===== config.mk =====
export PLATFORM = sky130hd
export DESIGN_NAME = mc_ctrl_fsm_flat
export DESIGN_NICKNAME = d
export VERILOG_FILES = /design/src/rtl/mc_ctrl_pkg.sv /design/src/rtl/mc_ctrl_fsm_if.sv /design/src/rtl/mc_instr_decode.sv /design/src/rtl/mc_ctrl_fsm.sv /design/src/flat_wrapper.sv
export SDC_FILE = /design/constraint.sdc
export NUM_CORES = 1
export LEC_CHECK = 0
export ABC_AREA = 1
export CAP_MARGIN = 20
export CORE_MARGIN = 3
export CORE_UTILIZATION = 36
export CTS_CLUSTER_SIZE = 28
export DETAILED_ROUTE_END_ITERATION = 8
export PLACE_DENSITY = 0.8
export SLEW_MARGIN = 20
export SYNTH_ARGS = -nofsm -noshare
export SYNTH_HDL_FRONTEND = slang
export SYNTH_SLANG_ARGS = --single-unit

===== constraint.sdc =====
create_clock -name clk -period 1.4 [get_ports clk]
set_input_delay 0.14 -clock clk [delete_from_list [all_inputs] [get_ports clk]]
set_output_delay 0.14 -clock clk [all_outputs]
set_load 0.01 [all_outputs]

===== src/rtl/mc_ctrl_pkg.sv =====
// mc_ctrl_pkg: shared definitions for the multi-cycle MIPS control FSM.
//   - state encoding (state_e)
//   - opcode / funct constants of the supported instruction set
//   - AluOp, nPc_Sel, WaSel and WdSel code constants
//   - instr_t: one-hot instruction flags produced by mc_instr_decode
package mc_ctrl_pkg;

  typedef enum logic [2:0] {
    S_FETCH  = 3'd0,
    S_DECODE = 3'd1,
    S_EXEC   = 3'd2,
    S_MEM    = 3'd3,
    S_WB     = 3'd4
  } state_e;

  localparam logic [5:0] OP_RTYPE = 6'h00;
  localparam logic [5:0] OP_JAL   = 6'h03;
  localparam logic [5:0] OP_BEQ   = 6'h04;
  localparam logic [5:0] OP_ORI   = 6'h0D;
  localparam logic [5:0] OP_LUI   = 6'h0F;
  localparam logic [5:0] OP_LW    = 6'h23;
  localparam logic [5:0] OP_SW    = 6'h2B;

  localparam logic [5:0] FN_SLL   = 6'h00;
  localparam logic [5:0] FN_JR    = 6'h08;
  localparam logic [5:0] FN_ADDU  = 6'h21;
  localparam logic [5:0] FN_SUBU  = 6'h23;

  localparam logic [3:0] ALU_ADD  = 4'd0;
  localparam logic [3:0] ALU_SUB  = 4'd1;
  localparam logic [3:0] ALU_OR   = 4'd2;
  localparam logic [3:0] ALU_CMP  = 4'd3;
  localparam logic [3:0] ALU_LUI  = 4'd4;
  localparam logic [3:0] ALU_PASS = 4'd5;
  localparam logic [3:0] ALU_SLL  = 4'd6;

  localparam logic [1:0] NPC_PC4  = 2'd0;
  localparam logic [1:0] NPC_JAL  = 2'd1;
  localparam logic [1:0] NPC_GPR  = 2'd2;
  localparam logic [1:0] NPC_BR   = 2'd3;

  localparam logic [1:0] WA_RT    = 2'd0;
  localparam logic [1:0] WA_RD    = 2'd1;
  localparam logic [1:0] WA_RA    = 2'd2;

  localparam logic [1:0] WD_ALU   = 2'd0;
  localparam logic [1:0] WD_MDR   = 2'd1;
  localparam logic [1:0] WD_PC    = 2'd2;

  typedef struct packed {
    logic addu;
    logic subu;
    logic sll;
    logic jr;
    logic ori;
    logic lui;
    logic lw;
    logic sw;
    logic beq;
    logic jal;
  } instr_t;

endpackage


===== src/rtl/mc_ctrl_fsm_if.sv =====
// mc_ctrl_fsm_if: unified memory port handshake between the control FSM
// (master) and the memory subsystem (slave).
//   mem_req   master->slave  access request
//   MemRead   master->slave  read access (fetch or lw)
//   MemWrite  master->slave  write access (sw)
//   IorD      master->slave  address select: 0 = PC, 1 = ALU result reg
//   mem_ready slave->master  access completes this cycle
interface mc_ctrl_fsm_if;
  logic mem_req;
  logic MemRead;
  logic MemWrite;
  logic IorD;
  logic mem_ready;

  modport master (output mem_req, output MemRead, output MemWrite,
                  output IorD, input mem_ready);
  modport slave  (input mem_req, input MemRead, input MemWrite,
                  input IorD, output mem_ready);
endinterface


===== src/rtl/mc_instr_decode.sv =====
// mc_instr_decode: purely combinational decode of IR Op/Function into
// one-hot instruction flags, plus an illegal flag when nothing matches.
//   op     in  6   IR[31:26]
//   funct  in  6   IR[5:0]
//   instr  out     one-hot instr_t flags
//   illegal out 1  no supported instruction matched
module mc_instr_decode
  import mc_ctrl_pkg::*;
(
  input  logic [5:0] op,
  input  logic [5:0] funct,
  output instr_t     instr,
  output logic       illegal
);

  logic rtype;

  assign rtype      = (op == OP_RTYPE);
  assign instr.addu = rtype && (funct == FN_ADDU);
  assign instr.subu = rtype && (funct == FN_SUBU);
  // sll with all-zero fields is the canonical nop; it decodes as sll
  assign instr.sll  = rtype && (funct == FN_SLL);
  assign instr.jr   = rtype && (funct == FN_JR);
  assign instr.ori  = (op == OP_ORI);
  assign instr.lui  = (op == OP_LUI);
  assign instr.lw   = (op == OP_LW);
  assign instr.sw   = (op == OP_SW);
  assign instr.beq  = (op == OP_BEQ);
  assign instr.jal  = (op == OP_JAL);
  assign illegal    = ~|instr;

endmodule


===== src/rtl/mc_ctrl_fsm.sv =====
// mc_ctrl_fsm: multi-cycle control FSM (FETCH/DECODE/EXEC/MEM/WB) for the
// MIPS core, driving datapath strobes/selects and a unified memory port.
// Ports:
//   clk, reset_n (sync, active-low)
//   mem        mc_ctrl_fsm_if.master: mem_req/MemRead/MemWrite/IorD out,
//              mem_ready in
//   Op, Function, zero      decode and branch inputs
//   IrWrite, PcWrite, nPc_Sel, RegWrite, WaSel, WdSel, ExtOp, AluSrc,
//   AluOp                   datapath controls
//   bus_err, illegal_instr  one-cycle event pulses
// Parameter MEM_TIMEOUT: wait cycles before a memory access is aborted
// (0 disables the timeout).
// Optional macro MC_CTRL_PERF_CNT_EN adds cycle_cnt/instr_cnt outputs.
module mc_ctrl_fsm
  import mc_ctrl_pkg::*;
#(
  parameter int MEM_TIMEOUT = 16
) (
  input  logic              clk,
  input  logic              reset_n,
  mc_ctrl_fsm_if.master     mem,
  input  logic [5:0]        Op,
  input  logic [5:0]        Function,
  input  logic              zero,
  output logic              IrWrite,
  output logic              PcWrite,
  output logic [1:0]        nPc_Sel,
  output logic              RegWrite,
  output logic [1:0]        WaSel,
  output logic [1:0]        WdSel,
  output logic              ExtOp,
  output logic              AluSrc,
  output logic [3:0]        AluOp,
  output logic              bus_err,
  output logic              illegal_instr
`ifdef MC_CTRL_PERF_CNT_EN
  ,
  output logic [31:0]       cycle_cnt,
  output logic [31:0]       instr_cnt
`endif
);

  localparam int CNT_W = (MEM_TIMEOUT < 2) ? 1 : $clog2(MEM_TIMEOUT);
  localparam logic [CNT_W-1:0] CNT_LAST = CNT_W'(MEM_TIMEOUT - 1);
  localparam bit TMO_EN = (MEM_TIMEOUT != 0);

  state_e           state_q, state_d;
  logic [CNT_W-1:0] wait_cnt_q, wait_cnt_d;
  instr_t           ins;
  logic             ins_illegal;
  logic             access;
  logic             waiting;
  logic             timeout;

  mc_instr_decode u_dec (
    .op      (Op),
    .funct   (Function),
    .instr   (ins),
    .illegal (ins_illegal)
  );

  always_comb begin
    state_d       = state_q;
    wait_cnt_d    = wait_cnt_q;
    mem.mem_req   = 1'b0;
    mem.MemRead   = 1'b0;
    mem.MemWrite  = 1'b0;
    mem.IorD      = 1'b0;
    IrWrite       = 1'b0;
    PcWrite       = 1'b0;
    nPc_Sel       = NPC_PC4;
    RegWrite      = 1'b0;
    WaSel         = WA_RT;
    WdSel         = WD_ALU;
    ExtOp         = 1'b0;
    AluSrc        = 1'b0;
    AluOp         = ALU_ADD;
    bus_err       = 1'b0;
    illegal_instr = 1'b0;

    access  = reset_n && ((state_q == S_FETCH) || (state_q == S_MEM));
    waiting = access && !mem.mem_ready;
    // Expires on the MEM_TIMEOUT-th consecutive wait cycle; a same-cycle
    // mem_ready is excluded by 'waiting', so completion wins.
    timeout = TMO_EN && waiting && (wait_cnt_q == CNT_LAST);

    if (reset_n) begin
      unique case (state_q)
        S_FETCH: begin
          // mem_req is withdrawn in the abort cycle; the read/address
          // selects stay as they were for the whole attempt.
          mem.mem_req = !timeout;
          mem.MemRead = 1'b1;
          if (mem.mem_ready) begin
            IrWrite = 1'b1;
            PcWrite = 1'b1;
            nPc_Sel = NPC_PC4;
            state_d = S_DECODE;
          end else if (timeout) begin
            bus_err = 1'b1;
          end
        end
        S_DECODE: begin
          if (ins.jal) begin
            PcWrite = 1'b1;
            nPc_Sel = NPC_JAL;
            state_d = S_WB;
          end else if (ins.jr) begin
            PcWrite = 1'b1;
            nPc_Sel = NPC_GPR;
            state_d = S_FETCH;
          end else if (ins_illegal) begin
            illegal_instr = 1'b1;
            state_d       = S_FETCH;
          end else begin
            state_d = S_EXEC;
          end
        end
        S_EXEC: begin
          state_d = S_WB;
          if (ins.subu) AluOp = ALU_SUB;
          if (ins.sll)  AluOp = ALU_SLL;
          if (ins.ori) begin
            AluOp  = ALU_OR;
            AluSrc = 1'b1;
          end
          if (ins.lui) begin
            AluOp  = ALU_LUI;
            AluSrc = 1'b1;
          end
          if (ins.lw || ins.sw) begin
            AluSrc  = 1'b1;
            ExtOp   = 1'b1;
            state_d = S_MEM;
          end
          if (ins.beq) begin
            AluOp   = ALU_CMP;
            ExtOp   = 1'b1;
            PcWrite = zero;
            nPc_Sel = zero ? NPC_BR : NPC_PC4;
            state_d = S_FETCH;
          end
        end
        S_MEM: begin
          mem.mem_req  = !timeout;
          mem.IorD     = 1'b1;
          mem.MemRead  = ins.lw;
          mem.MemWrite = ins.sw;
          if (mem.mem_ready) begin
            state_d = ins.lw ? S_WB : S_FETCH;
          end else if (timeout) begin
            bus_err = 1'b1;
            state_d = S_FETCH;
          end
        end
        S_WB: begin
          RegWrite = 1'b1;
          state_d  = S_FETCH;
          if (ins.addu || ins.subu || ins.sll) WaSel = WA_RD;
          if (ins.lw) WdSel = WD_MDR;
          if (ins.jal) begin
            WaSel = WA_RA;
            WdSel = WD_PC;
          end
        end
        default: state_d = S_FETCH;
      endcase
    end

    // A fetch timeout stays in FETCH, so it must clear the counter itself.
    if ((state_d != state_q) || timeout) begin
      wait_cnt_d = '0;
    end else if (waiting) begin
      wait_cnt_d = wait_cnt_q + 1'b1;
    end
  end

  always_ff @(posedge clk) begin
    if (!reset_n) begin
      state_q    <= S_FETCH;
      wait_cnt_q <= '0;
    end else begin
      state_q    <= state_d;
      wait_cnt_q <= wait_cnt_d;
    end
  end

`ifdef MC_CTRL_PERF_CNT_EN
  logic [31:0] cycle_cnt_q, cycle_cnt_d;
  logic [31:0] instr_cnt_q, instr_cnt_d;
  logic        retire;

  always_comb begin
    // Retire = return to FETCH from a later state, except skipped
    // (illegal) instructions and aborted (timed-out) accesses.
    retire      = reset_n && (state_q != S_FETCH) && (state_d == S_FETCH) &&
                  !illegal_instr && !bus_err;
    cycle_cnt_d = cycle_cnt_q + 32'd1;
    instr_cnt_d = instr_cnt_q + {31'd0, retire};
  end

  always_ff @(posedge clk) begin
    if (!reset_n) begin
      cycle_cnt_q <= '0;
      instr_cnt_q <= '0;
    end else begin
      cycle_cnt_q <= cycle_cnt_d;
      instr_cnt_q <= instr_cnt_d;
    end
  end

  assign cycle_cnt = cycle_cnt_q;
  assign instr_cnt = instr_cnt_q;
`endif

endmodule


===== src/flat_wrapper.sv =====
// flat-port wrapper written by rule: the top's interface ports become plain ports
module mc_ctrl_fsm_flat import mc_ctrl_pkg::*;
#(
  parameter int MEM_TIMEOUT = 16
)
  (clk, reset_n, Op, Function, zero, IrWrite, PcWrite, nPc_Sel, RegWrite, WaSel, WdSel, ExtOp, AluSrc, AluOp, bus_err, illegal_instr, mem_mem_req, mem_MemRead, mem_MemWrite, mem_IorD, mem_mem_ready);
  mc_ctrl_fsm_if mem_i ();
  input  logic clk;
  input  logic reset_n;
  input  logic [5:0] Op;
  input  logic [5:0] Function;
  input  logic zero;
  output logic IrWrite;
  output logic PcWrite;
  output logic [1:0] nPc_Sel;
  output logic RegWrite;
  output logic [1:0] WaSel;
  output logic [1:0] WdSel;
  output logic ExtOp;
  output logic AluSrc;
  output logic [3:0] AluOp;
  output logic bus_err;
  output logic illegal_instr;
  output wire logic [$bits(mem_i.mem_req)-1:0] mem_mem_req;
  output wire logic [$bits(mem_i.MemRead)-1:0] mem_MemRead;
  output wire logic [$bits(mem_i.MemWrite)-1:0] mem_MemWrite;
  output wire logic [$bits(mem_i.IorD)-1:0] mem_IorD;
  input wire logic [$bits(mem_i.mem_ready)-1:0] mem_mem_ready;
  assign mem_mem_req = mem_i.mem_req;
  assign mem_MemRead = mem_i.MemRead;
  assign mem_MemWrite = mem_i.MemWrite;
  assign mem_IorD = mem_i.IorD;
  assign mem_i.mem_ready = mem_mem_ready;
  mc_ctrl_fsm #(.MEM_TIMEOUT(MEM_TIMEOUT)) u_core (.clk(clk), .reset_n(reset_n), .mem(mem_i), .Op(Op), .Function(Function), .zero(zero), .IrWrite(IrWrite), .PcWrite(PcWrite), .nPc_Sel(nPc_Sel), .RegWrite(RegWrite), .WaSel(WaSel), .WdSel(WdSel), .ExtOp(ExtOp), .AluSrc(AluSrc), .AluOp(AluOp), .bus_err(bus_err), .illegal_instr(illegal_instr));
endmodule

* After elaboration in Yosys (flattened, before gate mapping)
Index checks and enable logic that the tools add are counted.
Cells by class: $add $sub $neg 1, reduce and logical (&&, ||, !) cells 20, equal/unequal tests 15, bitwise gates (word level) 1, muxes and demuxes 68
Operators with widths (count):
- $mux W3 | 13
- $mux W1 | 37
- $eq A6 B6 Y1 const B | 4
- $mux W2 | 12
- $eq A6 B4 Y1 const B | 3
- $logic_not A6 Y1 | 2
- $pmux W3 S4 | 1
- $reduce_or A10 Y1 | 1
- $mux W4 | 2
- $logic_and A1 B1 Y1 | 7
- $eq A3 B2 Y1 const B | 2
- $eq A6 B2 Y1 const B | 1
- $eq A6 B3 Y1 const B | 1
- $logic_or A1 B1 Y1 | 5
- $add A4 B1 Y4 const B | 1
- $eq A4 B4 Y1 const B | 1
- $pmux W2 S2 | 1
- $reduce_or A2 Y1 | 2
- $eq A3 B1 Y1 const B | 1
- $eq A3 B3 Y1 const B | 1
- $logic_not A3 Y1 | 1
- $ne A3 B3 Y1 | 1
- $pmux W1 S3 | 1
- $logic_not A1 Y1 | 2
- 2 further kinds | 2
Storage, ports and cells: register bits 7, output and inout bits 21, word-level logic and storage cells 107, bits of input ports 16

* Depth between registers and ports, before layout
depth after elaboration 12, gate-level depth with buffers 11, depth with buffers taken out 11

* Modules after synthesis
From an unflattened synthesis, not the netlist that was laid out.
Unflattened totals: cell total of the unflattened synthesis 178, area, all modules 984.7 sq um
By module, submodules not included:
- mc_ctrl_fsm | area an instance 758.2 sq um, sequential area each 140.1 sq um, instances 1, cells an instance 128
- mc_instr_decode | area an instance 226.5 sq um, sequential area each 0.0 sq um, instances 1, cells an instance 50

* Worst setup path before layout
OpenSTA, ideal clock, no wires.
kind register to register, from register u_core.wait_cnt_q[0], to register u_core.wait_cnt_q[0], data arrival time 1260 ps, clock period less this slack 1370 ps, cell stages (with the launch flop) 11, required time 1289 ps, path slack 30 ps, cells stage by stage dfxtp_1 ha_1 inv_1 nor2_1 nand3_2 nand2_2 nand3_2 nor3_1 nor2_2 nand2_2 nor2_1
Between the ends: cells in the longest elaborated chain, start to end 9, elaborated cells between the ends (all ways) 10, classes of those cells add/sub: 1; eq/ne: 2; mux: 4; reduce/logical: 3
Ends and longest elaborated chain:
- start, declared | line mc_ctrl_fsm.sv:48 | logic [CNT_W-1:0] wait_cnt_q, wait_cnt_d;
- start signal, assigned | line mc_ctrl_fsm.sv:184 | wait_cnt_q <= wait_cnt_d;
- $eq A4 B4 Y1 | line mc_ctrl_fsm.sv:85 | timeout = TMO_EN && waiting && (wait_cnt_q == CNT_LAST);
- $logic_and A1 B1 Y1 | line mc_ctrl_fsm.sv:85
- $mux W3 | line mc_ctrl_fsm.sv:151 | end else if (timeout) begin
- $mux W3 | line mc_ctrl_fsm.sv:149 | if (mem.mem_ready) begin
- $pmux W3 S4 | line mc_ctrl_fsm.sv:88 | unique case (state_q)
- $mux W3 | line mc_ctrl_fsm.sv:87 | if (reset_n) begin
- $ne A3 B3 Y1 | line mc_ctrl_fsm.sv:171 | if ((state_d != state_q) || timeout) begin
- $logic_or A1 B1 Y1 | line mc_ctrl_fsm.sv:171
- $reduce_or A2 Y1 (no line)
Parallel ways exist; a longest one is shown, timed or not. A chain may end at the register's enable or synchronous reset.

* Final worst setup path
from input Function[3], to output illegal_instr
Between the ends: cells in the longest elaborated chain, start to end 8, elaborated cells between the ends (all ways) 14, classes of those cells eq/ne: 3; mux: 5; reduce/logical: 6
Ends and longest elaborated chain:
- start, declared | line flat_wrapper.sv:11 | input logic [5:0] Function;
- $eq A6 B4 Y1, or another cell as far along | line mc_instr_decode.sv:23 | assign instr.jr = rtype && (funct == FN_JR);
- $logic_and A1 B1 Y1 (on tied branches)
- $reduce_or A10 Y1 | line mc_instr_decode.sv:30 | assign illegal = ~|instr;
- $mux W1 | line mc_ctrl_fsm.sv:112 | end else if (ins_illegal) begin
- $mux W1 (*) | line mc_ctrl_fsm.sv:108 | end else if (ins.jr) begin
- $mux W1 (*) | line mc_ctrl_fsm.sv:104 | if (ins.jal) begin
- $mux W1 (*) | line mc_ctrl_fsm.sv:88
- $mux W1 (*) | line mc_ctrl_fsm.sv:87
- end, declared | line flat_wrapper.sv:23 | output logic illegal_instr;
Mark *: on every way between the ends. The rest lies on a longest branch, timed or not.

==> flow_metrics.py <==
metrics = {
    "synthesis": {
        "syn_nets": 155,
        "synthDistinctLibCells": 29,
        "synthTopCellsByArea": "dfxtp_1 18%, nor2_1 13%, inv_1 12%, nand2_1 12%, nand3_1 7.7%",
        "synthCells": 138,
        "synth.most_common_cell": "nor2_1",
        "synth_edf_count": 0,
        "syn-cell-area_um2": 775.7,
        "async_flop_share": 0,
        "synth.avg_cell_area_um2": 5.621,
        "yosysTopAreaCell": "dfxtp_1",
        "synth-warning-count": 0,
        "synth_top_area_frac": 0.1806,
        "ys_top_cells_by_count": "26 x nor2_1, 25 x inv_1, 25 x nand2_1, 12 x nand3_1",
        "yosysSeqAreaShare": 0.1806,
        "ys_ff_latch": 7,
        "synth_flop_cell": "dfxtp_1",
    },
    "finish": {
        "layout-drive-gt1-share": 0.6727,
        "ff_latch_area_um2": 153.9,
        "area_growth_pct": 136.1,
        "fill_cells": 85,
        "antenna_cells": 0,
        "fin_area_um2": 1832,
        "nets": 238,
        "fin_util": 0.9150,
        "fin_cells": 247,
        "multi_input_area_um2": 867.1,
    },
    "global_routing": {
        "grt_antenna_before_repair": 0,
        "grt_max_degree": 6,
        "gr-total-overflow": 0,
        "grt.total_usage": 0.2962,
        "grt_pass1_vias": 1340,
        "grt_pass1_wl_mm": 6.106,
    },
    "clock_tree": {
        "numCtsBuffers": 3,
        "root_buffer": "clkbuf_4",
        "clk_latency_ns": 0.27,
        "hold_buffers": 0,
        "clk_pin_slew_ns": 0.06,
        "cts_buffer_depth": 2,
        "numClockSinks": 7,
        "htreeDepth": 1,
        "cts_tree": "built",
    },
    "worst_setup_path": {
        "regToRegSetupSlack_ns": -0.22,
        "cp.arrival_ns": 1.55,
        "r2r_cells": 12,
        "crit_path_max_fanout": 2,
        "start_kind": "input port",
        "crit_required_ns": 1.26,
        "path_class": "input port to output pin",
        "worstSetupEndpointType": "output pin",
    },
    "status": {
        "status": "finished, violations left",
        "violations": "setup timing",
    },
    "min_path": {
        "hold_class": "flip-flop to flip-flop",
        "min_delay_path_depth": 3,
    },
    "detailed_routing": {
        "vias_per_cell": 5.636,
        "antenna_left": 0,
        "drt_iter0_drc": 64,
        "drt-pass1-iter-count": 4,
        "routedWlPerCell_um": 19.11,
        "num_vias": 1392,
        "drc": 0,
        "totalWireLength_mm": 4.720,
    },
    "placed_design": {
        "gp_congestion": 0.7909,
        "dpl.hpwl_mm": 2.364,
        "placed_cell_area_um2": 1400,
        "place_inst": 232,
        "port_buffers": 35,
    },
    "timing": {
        "relSlewSlack": 0.6543,
        "finalClockSkew_ns": 0.001283,
        "fin_crit_sh": 1.205,
        "finalSetupViolCount": 22,
        "finalMaxSlewViolations": 0,
        "report.final.hold_viol_count": 0,
        "finalCriticalPeriod_ns": 1.688,
        "fmax_mhz": 592.6,
        "layout_setup_ws_ns": -0.2876,
        "rsz0062_at_grt": "true",
        "tightest_slew_ns": 0.5185,
    },
    "die": {
        "die_w_um": 52.42,
        "start_util": 0.3875,
        "die_y_um": 52.42,
        "dieArea_um2": 2748,
        "num_rows": 16,
        "core_um2": 2002,
        "num_io_pins": 37,
    },
    "power": {
        "powerDensity_nw_per_um2": 387.7,
        "peakVddDrop_uv": 529.1,
        "p_leak_nw": 0.8469,
    },
    "job": {
        "cap_violations": 0,
    },
}
## repair_timing
action                                  4_1_cts  5_1_grt
resized for setup                           157       57
pin swaps                                    23       25
setup buffers                                 8        6
endpoints found under the setup margin       25       25
## report_power, final
group | total (mW) | switching, mW | internal, mW
sequential | 0.208 | 0.00732 | 0.201
combinational | 0.303 | 0.165 | 0.138
clock | 0.199 | 0.0897 | 0.110
## kinds of logic after synthesis
family / synth area share
buffers and inverters: 0.1452
adders and majority gates: 0.01613
AOI/OAI and AO/OA: 0.08709
xor gates and xnor gates: 0.03388
DFF: 0.1806
and+or+nand+nor: 0.5177
other: 0.004834
muxes: 0.01452
## path summary, 6_finish.rpt
path,start,end
worst min-delay path,u_core.wait_cnt_q[3],u_core.wait_cnt_q[3]
worst min register to register,u_core.wait_cnt_q[3],u_core.wait_cnt_q[3]
worst max-delay path,Function[3],illegal_instr
worst max register to register,u_core.state_q[2],u_core.wait_cnt_q[3]
## sequential cells by signal, summed over array words and instances (netlist names)
name               count
u_core.wait_cnt_q      4
u_core.state_q         3
## cell type report
class / instances / area share
multi-input cells: 103 / 0.4734
repair buffers: 80 / 0.3497
well taps: 27 / 0.01844
flip-flops and latches: 7 / 0.08402
clock buffers: 4 / 0.01434
inverters: 26 / 0.06011
## placed cells by master, fill, tap and decap left out, types with 3 or more instances in the layout
cell type,count
nand3_2,6
nor3_2,3
nor2_1,11
a21oi_2,6
nor3_4,3
buf_2,16
dfxtp_4,3
buf_6,15
clkbuf_4,3
buf_4,34
inv_1,17
nand3_1,4
nand2_4,6
inv_2,6
dlygate4sd2_1,9
nand2_2,6
nand3_4,4
clkdlybuf4s50_1,3
nor2_4,10
nor2_2,9
nand2_1,14
## routing by layer
metal  wire length, um  GRT usage  up-vias
li1                  -          -      601
met1              1858     0.3294      663
met2              2254     0.5289       98
met3               401    0.07123       30
met4               205     0.1234        0
met5                 0          0        -
## metrics by stage
stage / setup TNS (ns) / power (mW) / worst slack [ns] / hold WS [ns]
after floorplan: 0 / 0.2931 / 0.02959 / 0.3344
after global placement: -12.31 / 0.4208 / -0.6797 / 0.5177
after detailed placement: -13.52 / 0.4308 / -0.7541 / 0.5396
after CTS: -1.977 / 0.6432 / -0.1856 / 0.5487
after global routing: -4.692 / 0.7387 / -0.3749 / 0.6449
final: -3.674 / 0.7102 / -0.2876 / 0.6337
## critical path: stages
cell             delay [ns]
clkdlybuf4s50_1        0.50
or2_4                  0.15
nor2_2                 0.06
o21ai_1                0.19
nand2_1                0.14
nor4_2                 0.19
buf_2                  0.18
Note: power is estimated with default switching activity, not from simulation.
